--- src/rtl/puf_key_pkg.sv ---
// Shared types and defaults for the PUF key deserialiser.
// Optional build macro used by the top: PUF_MAJORITY_VOTE_EN.
package puf_key_pkg;

   localparam int unsigned KEY_W_DEF     = 16;
   localparam int unsigned BYTE_W_DEF    = 8;
   localparam int unsigned GAP_MAX_DEF   = 32;
   localparam int unsigned NUM_READS_DEF = 3;

   typedef enum logic [1:0] {
      IDLE    = 2'd0,
      COLLECT = 2'd1,
      DONE    = 2'd2,
      ABORT   = 2'd3
   } state_t;

   // Number of BYTE_W lanes that make up one key.
   function automatic int unsigned lanes_per_key(input int unsigned key_w,
                                                 input int unsigned byte_w);
      return key_w / byte_w;
   endfunction

   // Lane index width, never narrower than one bit.
   function automatic int unsigned idx_width(input int unsigned lanes);
      return (lanes > 1) ? $clog2(lanes) : 1;
   endfunction

endpackage

--- src/rtl/puf_majority_vote.sv ---
// Bitwise majority and disagreement mask over NUM stored key words.
// Purely combinational; NUM is odd and at most 7.
module puf_majority_vote #(
   parameter int unsigned WIDTH = 16,
   parameter int unsigned NUM   = 3
) (
   input  logic [NUM-1:0][WIDTH-1:0] words,
   output logic [WIDTH-1:0]          majority,
   output logic [WIDTH-1:0]          unstable
);

   localparam logic [3:0] HALF = 4'(NUM / 2);
   localparam logic [3:0] ALL  = 4'(NUM);

   // Number of words that have bit b set.
   function automatic logic [3:0] ones_at(input logic [NUM-1:0][WIDTH-1:0] w,
                                          input int unsigned b);
      logic [3:0] c;
      c = '0;
      for (int unsigned r = 0; r < NUM; r++) begin
         c = c + 4'(w[r][b]);
      end
      return c;
   endfunction

   // Per-bit vote: set when more than half agree on 1, unstable unless unanimous.
   always_comb begin
      majority = '0;
      unstable = '0;
      for (int unsigned b = 0; b < WIDTH; b++) begin
         majority[b] = (ones_at(words, b) > HALF);
         unstable[b] = (ones_at(words, b) != 4'd0) && (ones_at(words, b) != ALL);
      end
   end

endmodule

--- src/rtl/puf_key_deser.sv ---
// Reassembles a KEY_W-bit PUF key from BYTE_W-wide lanes, low lane first.
// Pulses KeyValid on completion and Timeout when a lane gap reaches GAP_MAX.
// Build macro PUF_MAJORITY_VOTE_EN: capture NUM_READS keys per Start and
// output their bitwise majority plus a disagreement mask on Unstable.
module puf_key_deser
   import puf_key_pkg::*;
#(
   parameter int unsigned KEY_W     = KEY_W_DEF,
   parameter int unsigned BYTE_W    = BYTE_W_DEF,
   parameter int unsigned GAP_MAX   = GAP_MAX_DEF,
   parameter int unsigned NUM_READS = NUM_READS_DEF
) (
   input  logic              Clk,
   input  logic              Rst,
   input  logic              Start,
   input  logic [BYTE_W-1:0] ByteIn,
   input  logic              ByteValid,
   output logic [KEY_W-1:0]  Key,
   output logic              KeyValid,
   output logic              Busy,
   output logic              Timeout,
   output logic [KEY_W-1:0]  Unstable
);

   localparam int unsigned      LANES    = lanes_per_key(KEY_W, BYTE_W);
   localparam int unsigned      IDX_W    = idx_width(LANES);
   localparam logic [IDX_W-1:0] LAST_IDX = IDX_W'(LANES - 1);
   localparam logic [7:0]       GAP_LIM  = 8'(GAP_MAX);

   state_t             state_q, state_d;
   logic [IDX_W-1:0]   idx_q, idx_d;
   logic [7:0]         gap_q, gap_d;
   logic [KEY_W-1:0]   partial_q, partial_d;
   logic [KEY_W-1:0]   key_q, key_d;
   logic               key_valid_q, key_valid_d;
   logic               busy_q, busy_d;
   logic               timeout_q, timeout_d;
   logic [KEY_W-1:0]   lane_word;
   logic               commit;

`ifdef PUF_MAJORITY_VOTE_EN
   localparam logic [2:0] LAST_READ = 3'(NUM_READS - 1);

   logic [2:0]                      reads_q, reads_d;
   logic [NUM_READS-1:0][KEY_W-1:0] vote_q, vote_d;
   logic [KEY_W-1:0]                unstable_q, unstable_d;
   logic [KEY_W-1:0]                maj_word, maj_mask;

   puf_majority_vote #(
      .WIDTH (KEY_W),
      .NUM   (NUM_READS)
   ) u_vote (
      .words    (vote_d),
      .majority (maj_word),
      .unstable (maj_mask)
   );
`endif

   // Capture FSM next state: Start restarts from any state and overrides
   // ByteValid, so it is handled once ahead of the per-state decode.
   always_comb begin
      state_d   = state_q;
      idx_d     = idx_q;
      gap_d     = gap_q;
      partial_d = partial_q;
      commit    = 1'b0;
      lane_word = partial_q;
      lane_word[int'(idx_q) * BYTE_W +: BYTE_W] = ByteIn;
`ifdef PUF_MAJORITY_VOTE_EN
      reads_d   = reads_q;
      vote_d    = vote_q;
`endif
      if (Start) begin
         state_d   = COLLECT;
         idx_d     = '0;
         gap_d     = '0;
         partial_d = '0;
`ifdef PUF_MAJORITY_VOTE_EN
         reads_d   = '0;
`endif
      end else begin
         case (state_q)
            IDLE: state_d = IDLE;
            COLLECT: begin
               if (ByteValid) begin
                  partial_d = lane_word;
                  gap_d     = '0;
                  if (idx_q == LAST_IDX) begin
                     idx_d = '0;
`ifdef PUF_MAJORITY_VOTE_EN
                     for (int unsigned r = 0; r < NUM_READS; r++) begin
                        if (reads_q == 3'(r)) begin
                           vote_d[r] = lane_word;
                        end
                     end
                     if (reads_q == LAST_READ) begin
                        reads_d = '0;
                        state_d = DONE;
                        commit  = 1'b1;
                     end else begin
                        reads_d = reads_q + 3'd1;
                     end
`else
                     state_d = DONE;
                     commit  = 1'b1;
`endif
                  end else begin
                     idx_d = idx_q + IDX_W'(1);
                  end
               end else begin
                  gap_d = (gap_q == 8'hFF) ? gap_q : gap_q + 8'd1;
                  if (gap_d >= GAP_LIM) begin
                     state_d = ABORT;
                  end
               end
            end
            DONE: state_d = IDLE;
            ABORT: begin
               partial_d = '0;
               state_d   = IDLE;
            end
            default: state_d = IDLE;
         endcase
      end
   end

   // Registered outputs derived from the state being entered.
   always_comb begin
      key_d       = key_q;
      key_valid_d = commit;
      busy_d      = (state_d == COLLECT);
      timeout_d   = (state_d == ABORT);
`ifdef PUF_MAJORITY_VOTE_EN
      unstable_d  = unstable_q;
      if (commit) begin
         key_d      = maj_word;
         unstable_d = maj_mask;
      end
`else
      if (commit) begin
         key_d = lane_word;
      end
`endif
   end

   // State, counters, partial buffer and output registers.
   always_ff @(posedge Clk) begin
      if (Rst) begin
         state_q     <= IDLE;
         idx_q       <= '0;
         gap_q       <= '0;
         partial_q   <= '0;
         key_q       <= '0;
         key_valid_q <= 1'b0;
         busy_q      <= 1'b0;
         timeout_q   <= 1'b0;
      end else begin
         state_q     <= state_d;
         idx_q       <= idx_d;
         gap_q       <= gap_d;
         partial_q   <= partial_d;
         key_q       <= key_d;
         key_valid_q <= key_valid_d;
         busy_q      <= busy_d;
         timeout_q   <= timeout_d;
      end
   end

`ifdef PUF_MAJORITY_VOTE_EN
   // Read counter, vote buffer and disagreement mask.
   always_ff @(posedge Clk) begin
      if (Rst) begin
         reads_q    <= '0;
         vote_q     <= '0;
         unstable_q <= '0;
      end else begin
         reads_q    <= reads_d;
         vote_q     <= vote_d;
         unstable_q <= unstable_d;
      end
   end

   assign Unstable = unstable_q;
`else
   assign Unstable = '0;
`endif

   assign Key      = key_q;
   assign KeyValid = key_valid_q;
   assign Busy     = busy_q;
   assign Timeout  = timeout_q;

endmodule

--- config.mk ---
export PLATFORM = sky130hd
export DESIGN_NAME = puf_key_deser
export DESIGN_NICKNAME = d
export VERILOG_FILES = /design/src/rtl/puf_key_pkg.sv /design/src/rtl/puf_majority_vote.sv /design/src/rtl/puf_key_deser.sv
export SDC_FILE = /design/constraint.sdc
export NUM_CORES = 1
export LEC_CHECK = 0
export CAP_MARGIN = 20
export CORE_AREA = 2 2 74 76
export CTS_CLUSTER_DIAMETER = 120
export DETAILED_ROUTE_END_ITERATION = 7
export DIE_AREA = 0 0 76 78
export PLACE_DENSITY = 0.75
export SLEW_MARGIN = 20
export SYNTH_ARGS = -nofsm -noshare
export SYNTH_HDL_FRONTEND = slang
export SYNTH_HIERARCHICAL = 1
export SYNTH_SLANG_ARGS = --single-unit
--- constraint.sdc ---
create_clock -name Clk -period 1.2 [get_ports Clk]
set_input_delay 0.18 -clock Clk [delete_from_list [all_inputs] [get_ports Clk]]
set_output_delay 0.18 -clock Clk [all_outputs]
set_load 0.01 [all_outputs]
==> reports/qor.txt, run 1 <==
top_reg_cell synth: dfxtp_1
hold crit path type: flip-flop to flip-flop
worst setup path category: flip-flop to flip-flop
FP Rows: 26
r2r setup slk: -0.07 ns
final RePlAce weighted congestion: 0.847
Die W: 76 µm
Clock Root Buffer: clkbuf_8
r2r startpoint: gap_q[1]$_SDFFE_PP0P_
Setup TNS: -0.435 ns
Mean Syn Cell Area: 9.29 µm²
number of antenna violations at the first check in global routing: 0
startpoint types: flip-flop
gr usage total: 15.2%
setup violators final: 14
hold_sp: Key[3]$_SDFFE_PP0P_
Pre-Repair DR Iteration Count: 4
Sw Pwr: 0.735 mW
fin crit period: 1.27 ns
dpl cells: 330
Worst path max stage delay: 0.37 ns
cell-internal power: 2.04 mW
Num CTS Buffers: 5
ys async rst share: 0%
fin. max-slew vios: 0
RSZ-0062 raised after global routing: true
ANT nets after route: 0
Routed WL: 4730 µm
Slowest cell on crit path: dfxtp_2
grt ovf: 0
EDFF count, synth: 0
status: finished, violations left
clk slew on worst S/H paths: 0.09 ns
DR vias/cell: 5.06
ANT cells: 0
vias in the first global route: 1,490
DRC: 0
Required @ worst endpoint: 1.39 ns
hold depth: 2
Core Area: 5040 µm²
global-route wire length before repair: 7250 µm
max cap viols: 0
failing checks: setup timing
initial DRC count: 111
Yosys warning count: 6
post-DP HPWL: 3200 µm
Cells after Synth: 213
largest net degree at the start of global routing: 20
Comb power frac: 9.8%
P per Cell Area: 986 nW/µm²
Seq cells post-synth: 45
Arr. time, crit path: 1.46 ns
Area Growth Syn to Fin: 42.4%
PortBufs: 30
initial core utilization: 39.2%
number of nets in the layout: 285
Lkg Pwr: 1.12 nW
Max Clk Rate: 789 MHz
Finished Layout Cells: 343
clk_lat worst skew: 0.31 ns
CP max FO: 4
via count: 1,735
crit end category: flip-flop
die area: 5930 µm²
Layout fillers: 443
Flop pwr share: 54.6%
post-route setup slack: -0.0677 ns
ratio of final minimum period to clock period: 106%
Fin Clk Skew: 0.0128 ns
Die Span Y: 78 µm
wire per inst: 13.8 µm
Post-Syn Area: 1980 µm²
critical path, cell by cell: and4_4 > a21o_1 > a211oi_2 > o41a_1
r2r worst-path depth: 4
number of distinct library cells after synthesis: 40
Sw Ratio: 26.4%
TritonCTS clock tree: built
num ports: 47
clock sinks: 45
Worst Hold End: Key[3]$_SDFFE_PP0P_
Peak VDD IR: 0.000631 V
clk buf depth: 2
depth of the CTS H-tree: 2
RR Endpoint: Busy$_SDFF_PP0_
final hold violations: 0
fraction of layout cells with a size suffix above 1: 33.3%
clock share of power: 35.5%
Seq/Total Area, Yosys: 45.5%
cell usage in the layout, fill, tap and decap left out, types with 10 or more instances in the layout:
master / n
dfxtp_1: 39
buf_4: 27
nor2_1: 25
dlygate4sd2_1: 20
conb_1: 16
a211oi_2: 13
a22oi_1: 13
nand2_1: 11
mux2i_1: 11
clkdlybuf4s50_1: 10
power by group through the flow:
stage | clock network [mW] | registers, mW | logic [mW]
floorplan | 0 | 1.55 | 0.173
global placement | 0 | 1.56 | 0.253
detailed placement | 0 | 1.56 | 0.257
CTS | 1.00 | 1.52 | 0.258
global route | 1.07 | 1.52 | 0.295
finish | 0.988 | 1.52 | 0.273
cell families (layout without fill, tap and decap cells):
family | count (synthesis) | after routing | synth area share (%)
compound gates | 55 | 55 | 21.5
fa+ha+maj | 1 | 1 | 0.632
simple gates | 66 | 66 | 15.8
other cells | 1 | 16 | 0.190
xor+xnor | 2 | 2 | 0.886
flops | 45 | 45 | 45.5
mux | 11 | 11 | 5.57
buf+inv | 32 | 77 | 9.87
how the worst max path moves through the flow:
stage	from	endpoint	slack (ns)
floorplan	idx_q$_SDFFE_PP0P_	Key[10]$_SDFFE_PP0P_	-0.009
global placement	ByteValid	partial_q[6]$_SDFFE_PP0P_	-0.46
global route	state_q[0]$_SDFF_PP0_	partial_q[2]$_SDFFE_PP0P_	-0.12
CTS	gap_q[0]$_SDFFE_PP0P_	gap_q[1]$_SDFFE_PP0P_	-0.07
finish	gap_q[1]$_SDFFE_PP0P_	Busy$_SDFF_PP0_	-0.07
detailed placement	ByteValid	partial_q[1]$_SDFFE_PP0P_	-0.54
routing by layer:
layer / part of all wire [%] / GRT usage, % / vias to the layer above
met5: 0 / 0 / -
met4: 1.6 / 5.82 / 0
met3: 4.8 / 3.84 / 8
met2: 47 / 24.1 / 46
met1: 47 / 20.1 / 834
li1: - / - / 847
cells in the mapped netlist, drive strengths merged (3+ instances only):
library cell | number | share of area, %
nand3 | 4 | 1.0
nand2 | 14 | 2.7
mux2i | 11 | 5.6
a211oi | 15 | 7.0
and3 | 3 | 0.95
clkbuf | 4 | 0.76
a21o | 3 | 1.1
a21oi | 10 | 2.5
nor2 | 34 | 6.5
a22oi | 15 | 5.7
buf | 23 | 8.2
inv | 5 | 0.95
dfxtp | 45 | 46
area by class of cell:
class	instances	area, µm²	share of cell area, %
inverter	5	18.8	0.666
multi-input combinational	151	1110	39.3
clock inverter	3	25.0	0.888
timing repair buffer	64	593	21.0
tap	70	87.6	3.11
clock buffer	5	68.8	2.44
sequential	45	916	32.5
stage by stage:
stage	util [%]	hold WS, ns	setup slack (ns)	instance area [µm²]	power, mW
2_1_floorplan	-	0.316	-0.00925	2100	1.73
3_3_place_gp	50.2	0.447	-0.465	2530	1.81
3_5_place_dp	50.2	0.450	-0.538	2530	1.81
4_1_cts	51.9	0.460	-0.0679	2620	2.78
5_1_grt	55.9	0.487	-0.117	2820	2.89
6_report	55.9	0.458	-0.0677	2820	2.78
flip-flops by register name, summed over array words and instances (netlist names):
| name | flops |
|---|---|
| Key | 16 |
| KeyValid | 1 |
| gap_q | 8 |
| state_q | 2 |
| Timeout | 1 |
| Busy | 1 |
| idx_q | 1 |
| partial_q | 15 |
worst max-delay path: cells and delay by family, from the launching register on:
family / cells / cell delay [ns]
AO/OA/AOI/OAI: 3 / 0.54
flip-flops: 1 / 0.37
AND/OR/NAND/NOR: 1 / 0.25
timing repair:
action	in CTS	in global routing
endpoints found under the setup margin	55	40
hold buffers	0	0
setup buffers	0	3
hold endpoints to repair	0	0
gates resized for setup	24	32
pin swaps	14	11
gates cloned	0	3
(Power assumes the default switching activity.)
==> inputs of run 2 (changes only) <==
--- a/config.mk
+++ b/config.mk
@@ -7,9 +7,10 @@
 export LEC_CHECK = 0
 export CAP_MARGIN = 20
 export CORE_AREA = 2 2 74 76
-export CTS_CLUSTER_DIAMETER = 120
+export CTS_CLUSTER_DIAMETER = 50
 export DETAILED_ROUTE_END_ITERATION = 7
 export DIE_AREA = 0 0 76 78
+export GPL_ROUTABILITY_DRIVEN = 0
 export PLACE_DENSITY = 0.75
 export SLEW_MARGIN = 20
 export SYNTH_ARGS = -nofsm -noshare
==> results of run 2 <==
No change in the layout: final DEF, timing and power equal those of run 1.
